## src/rtl/writeback_unit_if.sv

```systemverilog
`default_nettype none
// ============================================================================
// Module   : writeback_unit_if
// Brief    : Bundle of the memory-stage handshake, the load response and the
//            register-file write port seen by writeback_unit.
// Revision : 1.0 - initial release
// ============================================================================
interface writeback_unit_if #(
  parameter int DWIDTH = 32,
  parameter int AWIDTH = 32,
  parameter int RWIDTH = 5
);
  logic              in_valid_i;
  logic              in_ready_o;
  logic [AWIDTH-1:0] pc_i;
  logic [DWIDTH-1:0] alu_res_i;
  logic [1:0]        wbsel_i;
  logic [2:0]        funct3_i;
  logic [RWIDTH-1:0] rd_i;
  logic              regwen_i;
  logic              mem_rsp_valid_i;
  logic [DWIDTH-1:0] mem_rsp_data_i;
  logic              rd_we_o;
  logic [RWIDTH-1:0] rd_addr_o;
  logic [DWIDTH-1:0] rd_data_o;
  logic              timeout_o;
  logic [31:0]       retired_o;

  // Write-back unit side
  modport slave (
    input  in_valid_i, pc_i, alu_res_i, wbsel_i, funct3_i, rd_i, regwen_i,
    input  mem_rsp_valid_i, mem_rsp_data_i,
    output in_ready_o, rd_we_o, rd_addr_o, rd_data_o, timeout_o, retired_o
  );

  // Memory stage / register file side
  modport master (
    output in_valid_i, pc_i, alu_res_i, wbsel_i, funct3_i, rd_i, regwen_i,
    output mem_rsp_valid_i, mem_rsp_data_i,
    input  in_ready_o, rd_we_o, rd_addr_o, rd_data_o, timeout_o, retired_o
  );
endinterface
`default_nettype wire

```

## src/rtl/writeback_unit.sv

```systemverilog
`default_nettype none
// ============================================================================
// Module   : writeback_unit
// Brief    : Handshaked write-back stage. Selects ALU / load / PC+4 / no
//            write, waits for load responses with a bounded timeout, drives a
//            registered register-file write port and counts retirements.
// Revision : 1.0 - initial release
// ============================================================================
module writeback_unit #(
  parameter int DWIDTH   = 32,
  parameter int AWIDTH   = 32,
  parameter int RWIDTH   = 5,
  parameter int MAX_WAIT = 15
) (
  input  wire logic       clk,
  input  wire logic       reset,
  writeback_unit_if.slave bus
);
  localparam int OFFW = $clog2(DWIDTH / 8);
  localparam int CW   = 8;

  typedef enum logic [0:0] {
    IDLE     = 1'b0,
    WAIT_MEM = 1'b1
  } state_t;

  state_t            r_state;
  logic [CW-1:0]     r_cnt;
  logic [RWIDTH-1:0] r_rd;
  logic              r_regwen;
  logic [2:0]        r_funct3;
  logic [OFFW-1:0]   r_off;
  logic              r_rd_we;
  logic [RWIDTH-1:0] r_rd_addr;
  logic [DWIDTH-1:0] r_rd_data;
  logic              r_timeout;
  logic [31:0]       r_retired;

  logic              w_accept;
  logic              w_imm_we;
  logic              w_load_we;
  logic [AWIDTH-1:0] w_pc4;
  logic [DWIDTH-1:0] w_imm_data;
  logic [DWIDTH-1:0] w_load_data;

  // Extract and extend the addressed field of a raw aligned memory word;
  // the byte offset is masked down to the natural alignment of each size.
  function automatic logic [DWIDTH-1:0] fmt_load(
    input logic [2:0]        f3,
    input logic [OFFW-1:0]   off,
    input logic [DWIDTH-1:0] word
  );
    logic [OFFW-1:0]   amt;
    logic [DWIDTH-1:0] sh;
    case (f3[1:0])
      2'b00:   amt = off;
      2'b01:   amt = off & ~OFFW'(1);
      2'b10:   amt = off & ~OFFW'(3);
      default: amt = '0;
    endcase
    sh = word >> {amt, 3'b000};
    case (f3)
      3'b000:  fmt_load = DWIDTH'($signed(sh[7:0]));
      3'b001:  fmt_load = DWIDTH'($signed(sh[15:0]));
      3'b010:  fmt_load = DWIDTH'($signed(sh[31:0]));
      3'b100:  fmt_load = DWIDTH'(sh[7:0]);
      3'b101:  fmt_load = DWIDTH'(sh[15:0]);
      3'b110:  fmt_load = DWIDTH'(sh[31:0]);
      default: fmt_load = sh;
    endcase
  endfunction

  assign bus.in_ready_o = (r_state == IDLE);
  assign bus.rd_we_o    = r_rd_we;
  assign bus.rd_addr_o  = r_rd_addr;
  assign bus.rd_data_o  = r_rd_data;
  assign bus.timeout_o  = r_timeout;
  assign bus.retired_o  = r_retired;

  assign w_accept    = bus.in_valid_i && (r_state == IDLE);
  assign w_pc4       = bus.pc_i + AWIDTH'(4);
  assign w_imm_we    = bus.regwen_i && (bus.rd_i != '0) && (bus.wbsel_i != 2'b11);
  assign w_load_we   = r_regwen && (r_rd != '0);
  assign w_load_data = fmt_load(r_funct3, r_off, bus.mem_rsp_data_i);

  // Write-back value for the single-cycle (non-load) selections
  always_comb begin
    w_imm_data = '0;
    case (bus.wbsel_i)
      2'b00:   w_imm_data = bus.alu_res_i;
      2'b10:   w_imm_data = DWIDTH'(w_pc4);
      default: w_imm_data = '0;
    endcase
  end

  // Control FSM, load bookkeeping and registered write port / counters
  always_ff @(posedge clk) begin
    if (!reset) begin
      r_state   <= IDLE;
      r_cnt     <= '0;
      r_rd      <= '0;
      r_regwen  <= 1'b0;
      r_funct3  <= '0;
      r_off     <= '0;
      r_rd_we   <= 1'b0;
      r_rd_addr <= '0;
      r_rd_data <= '0;
      r_timeout <= 1'b0;
      r_retired <= '0;
    end else begin
      r_rd_we <= 1'b0;
      case (r_state)
        IDLE: begin
          if (w_accept) begin
            if (bus.wbsel_i == 2'b01) begin
              r_rd     <= bus.rd_i;
              r_regwen <= bus.regwen_i;
              r_funct3 <= bus.funct3_i;
              r_off    <= bus.alu_res_i[OFFW-1:0];
              r_cnt    <= '0;
              r_state  <= WAIT_MEM;
            end else begin
              r_rd_we <= w_imm_we;
              if (w_imm_we) begin
                r_rd_addr <= bus.rd_i;
                r_rd_data <= w_imm_data;
              end
              r_retired <= r_retired + 32'd1;
            end
          end
        end
        WAIT_MEM: begin
          // A response on the final allowed cycle still beats the timeout
          if (bus.mem_rsp_valid_i) begin
            r_rd_we <= w_load_we;
            if (w_load_we) begin
              r_rd_addr <= r_rd;
              r_rd_data <= w_load_data;
            end
            r_retired <= r_retired + 32'd1;
            r_state   <= IDLE;
          end else if (r_cnt == CW'(MAX_WAIT - 1)) begin
            r_timeout <= 1'b1;
            r_state   <= IDLE;
          end else begin
            r_cnt <= r_cnt + CW'(1);
          end
        end
        default: r_state <= IDLE;
      endcase
    end
  end
endmodule
`default_nettype wire

```

## src/flat_wrapper.sv

```systemverilog
// flat-port wrapper written by rule: the top's interface ports become plain ports
module writeback_unit_flat 
#(
  parameter int DWIDTH   = 32,
  parameter int AWIDTH   = 32,
  parameter int RWIDTH   = 5,
  parameter int MAX_WAIT = 15
)
  (clk, reset, bus_in_valid_i, bus_pc_i, bus_alu_res_i, bus_wbsel_i, bus_funct3_i, bus_rd_i, bus_regwen_i, bus_mem_rsp_valid_i, bus_mem_rsp_data_i, bus_in_ready_o, bus_rd_we_o, bus_rd_addr_o, bus_rd_data_o, bus_timeout_o, bus_retired_o);
  writeback_unit_if #(.DWIDTH(DWIDTH), .AWIDTH(AWIDTH), .RWIDTH(RWIDTH)) bus_i ();
  input  wire logic clk;
  input  wire logic reset;
  input wire logic [$bits(bus_i.in_valid_i)-1:0] bus_in_valid_i;
  input wire logic [$bits(bus_i.pc_i)-1:0] bus_pc_i;
  input wire logic [$bits(bus_i.alu_res_i)-1:0] bus_alu_res_i;
  input wire logic [$bits(bus_i.wbsel_i)-1:0] bus_wbsel_i;
  input wire logic [$bits(bus_i.funct3_i)-1:0] bus_funct3_i;
  input wire logic [$bits(bus_i.rd_i)-1:0] bus_rd_i;
  input wire logic [$bits(bus_i.regwen_i)-1:0] bus_regwen_i;
  input wire logic [$bits(bus_i.mem_rsp_valid_i)-1:0] bus_mem_rsp_valid_i;
  input wire logic [$bits(bus_i.mem_rsp_data_i)-1:0] bus_mem_rsp_data_i;
  output wire logic [$bits(bus_i.in_ready_o)-1:0] bus_in_ready_o;
  output wire logic [$bits(bus_i.rd_we_o)-1:0] bus_rd_we_o;
  output wire logic [$bits(bus_i.rd_addr_o)-1:0] bus_rd_addr_o;
  output wire logic [$bits(bus_i.rd_data_o)-1:0] bus_rd_data_o;
  output wire logic [$bits(bus_i.timeout_o)-1:0] bus_timeout_o;
  output wire logic [$bits(bus_i.retired_o)-1:0] bus_retired_o;
  assign bus_i.in_valid_i = bus_in_valid_i;
  assign bus_i.pc_i = bus_pc_i;
  assign bus_i.alu_res_i = bus_alu_res_i;
  assign bus_i.wbsel_i = bus_wbsel_i;
  assign bus_i.funct3_i = bus_funct3_i;
  assign bus_i.rd_i = bus_rd_i;
  assign bus_i.regwen_i = bus_regwen_i;
  assign bus_i.mem_rsp_valid_i = bus_mem_rsp_valid_i;
  assign bus_i.mem_rsp_data_i = bus_mem_rsp_data_i;
  assign bus_in_ready_o = bus_i.in_ready_o;
  assign bus_rd_we_o = bus_i.rd_we_o;
  assign bus_rd_addr_o = bus_i.rd_addr_o;
  assign bus_rd_data_o = bus_i.rd_data_o;
  assign bus_timeout_o = bus_i.timeout_o;
  assign bus_retired_o = bus_i.retired_o;
  writeback_unit #(.DWIDTH(DWIDTH), .AWIDTH(AWIDTH), .RWIDTH(RWIDTH), .MAX_WAIT(MAX_WAIT)) u_core (.clk(clk), .reset(reset), .bus(bus_i));
endmodule
```

## config.mk

```make
export PLATFORM = sky130hd
export DESIGN_NAME = writeback_unit_flat
export DESIGN_NICKNAME = d
export VERILOG_FILES = /design/src/rtl/writeback_unit_if.sv /design/src/rtl/writeback_unit.sv /design/src/flat_wrapper.sv
export SDC_FILE = /design/constraint.sdc
export NUM_CORES = 1
export LEC_CHECK = 0
export CAP_MARGIN = 0
export CORE_ASPECT_RATIO = 0.6
export CORE_MARGIN = 2
export CORE_UTILIZATION = 47
export CTS_BUF_LIST = sky130_fd_sc_hd__clkbuf_16
export CTS_CLUSTER_DIAMETER = 120
export DETAILED_ROUTE_END_ITERATION = 8
export PLACE_DENSITY = 0.82
export SYNTH_ARGS = -nofsm -noshare
export SYNTH_HDL_FRONTEND = slang
export SYNTH_SLANG_ARGS = --single-unit
```

## constraint.sdc

```tcl
create_clock -name clk -period 2.4 [get_ports clk]
set_input_delay 0.36 -clock clk [delete_from_list [all_inputs] [get_ports clk]]
set_output_delay 0.36 -clock clk [all_outputs]
set_load 0.01 [all_outputs]
```

==> results.cfg <==
[status]
status = finished clean

[grt]
grt_pass1_vias = 5901
antenna_found_initial = 1
grt_usage_pct = 33.60
grt_pass1_wl_mm = 32.26
gr-total-overflow = 0
grt_max_degree = 55

[logic_synthesis]
synth.largest_area_cell = dfxtp_1
syn_avg_cell_area_sq_um = 8.281
synthTopCellsByArea = dfxtp_1 (33%), xnor2_1 (7.8%), nand2_1 (6.7%)
ys.flop_type = dfxtp_1
synth_top_cell_area_share_pct = 33.03
syn-num-nets = 781
ys_types = 62
synthCells = 666
synth.most_common_cell = nand2_1
synth-edff-count = 0
syn-cell-area_sq_um = 5515
synthArstFlopShare_pct = 0
synthTopCellsByCount = nand2_1 (99), dfxtp_1 (91), xnor2_1 (49)
yosysWarnings = 0
synth_seq_cells = 91
seq_area_frac_synth_pct = 33.03

[setup_path]
worstPathArrival_ns = 2.52
r2r_cells = 6
timing.rr.end = u_core.bus.rd_data_o[24]$_SDFFE_PN0P_
worst_setup_path_start_kind = input port
worstReg2RegStart = u_core.r_off[1]$_SDFFE_PN0P_
cp_max_fo = 6
cp-end-kind = flop
path_class = input port to flop
required_ns = 2.67
r2r_slack_ns = 0.17

[clock_tree]
cts_buffers = 9
ctsResizeCount = 0
cts.sinks = 91
clk_pin_slew_ns = 0.07
clk_latency_ns = 0.35
clk_path_buf_depth = 2
htreeDepth = 3
post_cts_buffers = 0
cts_root_buf = clkbuf_16
hold_buffers = 0
cts_tree = built

[floorplanning]
coreArea_sq_um = 11370
io_pins = 183
die_height_um = 87.91
row_count = 30
die-width_um = 143.9
die_area_sq_um = 12650
initial_core_util_pct = 48.49

[timing]
setup_slack_ns = 0.1496
finalCritPeriodShare_pct = 93.77
slew_violations = 0
fin_skew_ns = 0.01172
fin_tns_setup_ns = 0
max_freq_mhz = 444.4
setup_viol = 0
timing.slew.headroom_pct = 60.13
hold_viol = 0
tightest_slew_ns = 0.5968
fin_crit_ns = 2.250
whs_ns = 0.4750
grt_setup_unrepaired = no

[pwr]
powerDensity_nw_per_um2 = 470.6
power.total_mw = 3.856
peakVddDrop_mv = 0.3213
p_leak_nw = 3.076

[detailed_routing]
dr.pass1.iters = 5
num_vias = 6196
first_iter_violations = 543
drc = 0
final_antenna_net_count = 0
drt-total-wl_mm = 20.94
vias_per_cell = 5.879
post_drt_wl_per_cell_um = 19.87

[worst_hold_path]
hold_path_class = input port to flop
worstHoldEndpoint = u_core.bus.rd_we_o$_SDFF_PN0_
hold_depth = 4
hp-start = reset

[placed_design]
gp_congestion = 0.9796
dpl.hpwl_mm = 16.25
preCtsSetupSlack_ns = -0.2297
port-buffer-count = 182

[final_layout]
drive_gt1_share_pct = 13.31
fin_nets = 1004
diodes = 0
area_growth_pct = 48.57

[job]
drv_cap = 0
==> state kept, by name (all words and copies together) (netlist names), 2 cells and up <==
name,count
u_core.r_cnt,8
u_core.r_off,2
u_core.r_rd,5
u_core.bus.retired_o,32
u_core.bus.rd_data_o,32
u_core.r_funct3,3
u_core.bus.rd_addr_o,5
==> metal layers <==
layer	vias to the layer above	routed length, um	track usage (%)
met5	-	14	0
met1	2971	9090	48.02
met3	34	2128	7.818
li1	2860	-	-
met4	2	392	8.645
met2	329	9312	51.43
==> critical path, cell delays in order <==
cell and delay, ns:
clkdlybuf4s50_1 0.55, nand2_1 0.14, buf_4 0.18, nor4_1 0.37, xnor2_1 0.13, a211oi_1 0.39
buf_4 0.18, o22ai_1 0.06, o22ai_1 0.16
==> placed cells by master, fill, tap and decap left out, types with 15 or more instances in the layout <==
master and count:
and2_1 33, clkdlybuf4s50_1 181, inv_1 15, o21ai_0 33, a221oi_1 17, nand3_1 31, buf_4 71, dfxtp_1 91
xnor2_1 49, a21boi_0 15, nand2_1 99, nand4_1 22, a21oi_1 25, nor2_1 29
==> worst max-delay path by stage <==
stage	slack, ns	endpoint	from	cells past startpoint
final	0.15	u_core.bus.rd_data_o[15]$_SDFFE_PN0P_	bus_pc_i[2]	9
after global routing	0.02	u_core.bus.rd_data_o[15]$_SDFFE_PN0P_	bus_pc_i[2]	9
after CTS	0.14	u_core.bus.rd_data_o[30]$_SDFFE_PN0P_	bus_pc_i[2]	8
after detailed placement	-0.23	u_core.bus.rd_data_o[30]$_SDFFE_PN0P_	bus_pc_i[2]	8
after global placement	-0.14	u_core.bus.rd_data_o[30]$_SDFFE_PN0P_	bus_pc_i[2]	8
after floorplan	0.55	u_core.bus.rd_data_o[30]$_SDFFE_PN0P_	bus_pc_i[2]	8
==> report_power, final <==
part / total (mW) / internal, mW / switching (mW) / leakage, nW
clock network: 1.47 / 0.814 / 0.654 / 0.144
logic: 0.796 / 0.425 / 0.370 / 2.19
registers: 1.59 / 1.56 / 0.0364 / 0.738
total: 3.86 / 2.80 / 1.06 / 3.08
==> kinds of logic (layout without fill, tap and decap cells) <==
logic type                 count (synthesis)  in the layout  share of synthesized area, %
buffers and inverters                     57            285                         4.787
adders and majority gates                  4              4                        0.9075
AOI/OAI and AO/OA                        156            156                         19.42
DFF                                       91             91                         33.03
and+or+nand+nor                          282            282                         28.18
muxes                                     17             17                         4.310
xor gates and xnor gates                  59             59                         9.369
==> area by class of cell <==
class | count | area [sq um]
Inverter | 15 | 56.30
Tap cell | 160 | 200.2
Timing Repair Buffer | 254 | 2370
Sequential cell | 91 | 1822
Fill cell | 877 | 3179
Clock buffer | 9 | 225.2
Clock inverter | 7 | 75.07
Multi-Input combinational cell | 518 | 3446
==> per-stage QoR <==
step | area [sq um] | instances | util, %
after floorplan | 5515 | 666 | -
after global placement | 7885 | 1038 | 69.33
after detailed placement | 7885 | 1038 | 69.33
after CTS | 8185 | 1054 | 71.97
after global routing | 8194 | 1054 | 72.05
final | 8194 | 1054 | 72.05
Note: power is estimated with default switching activity, not from simulation.
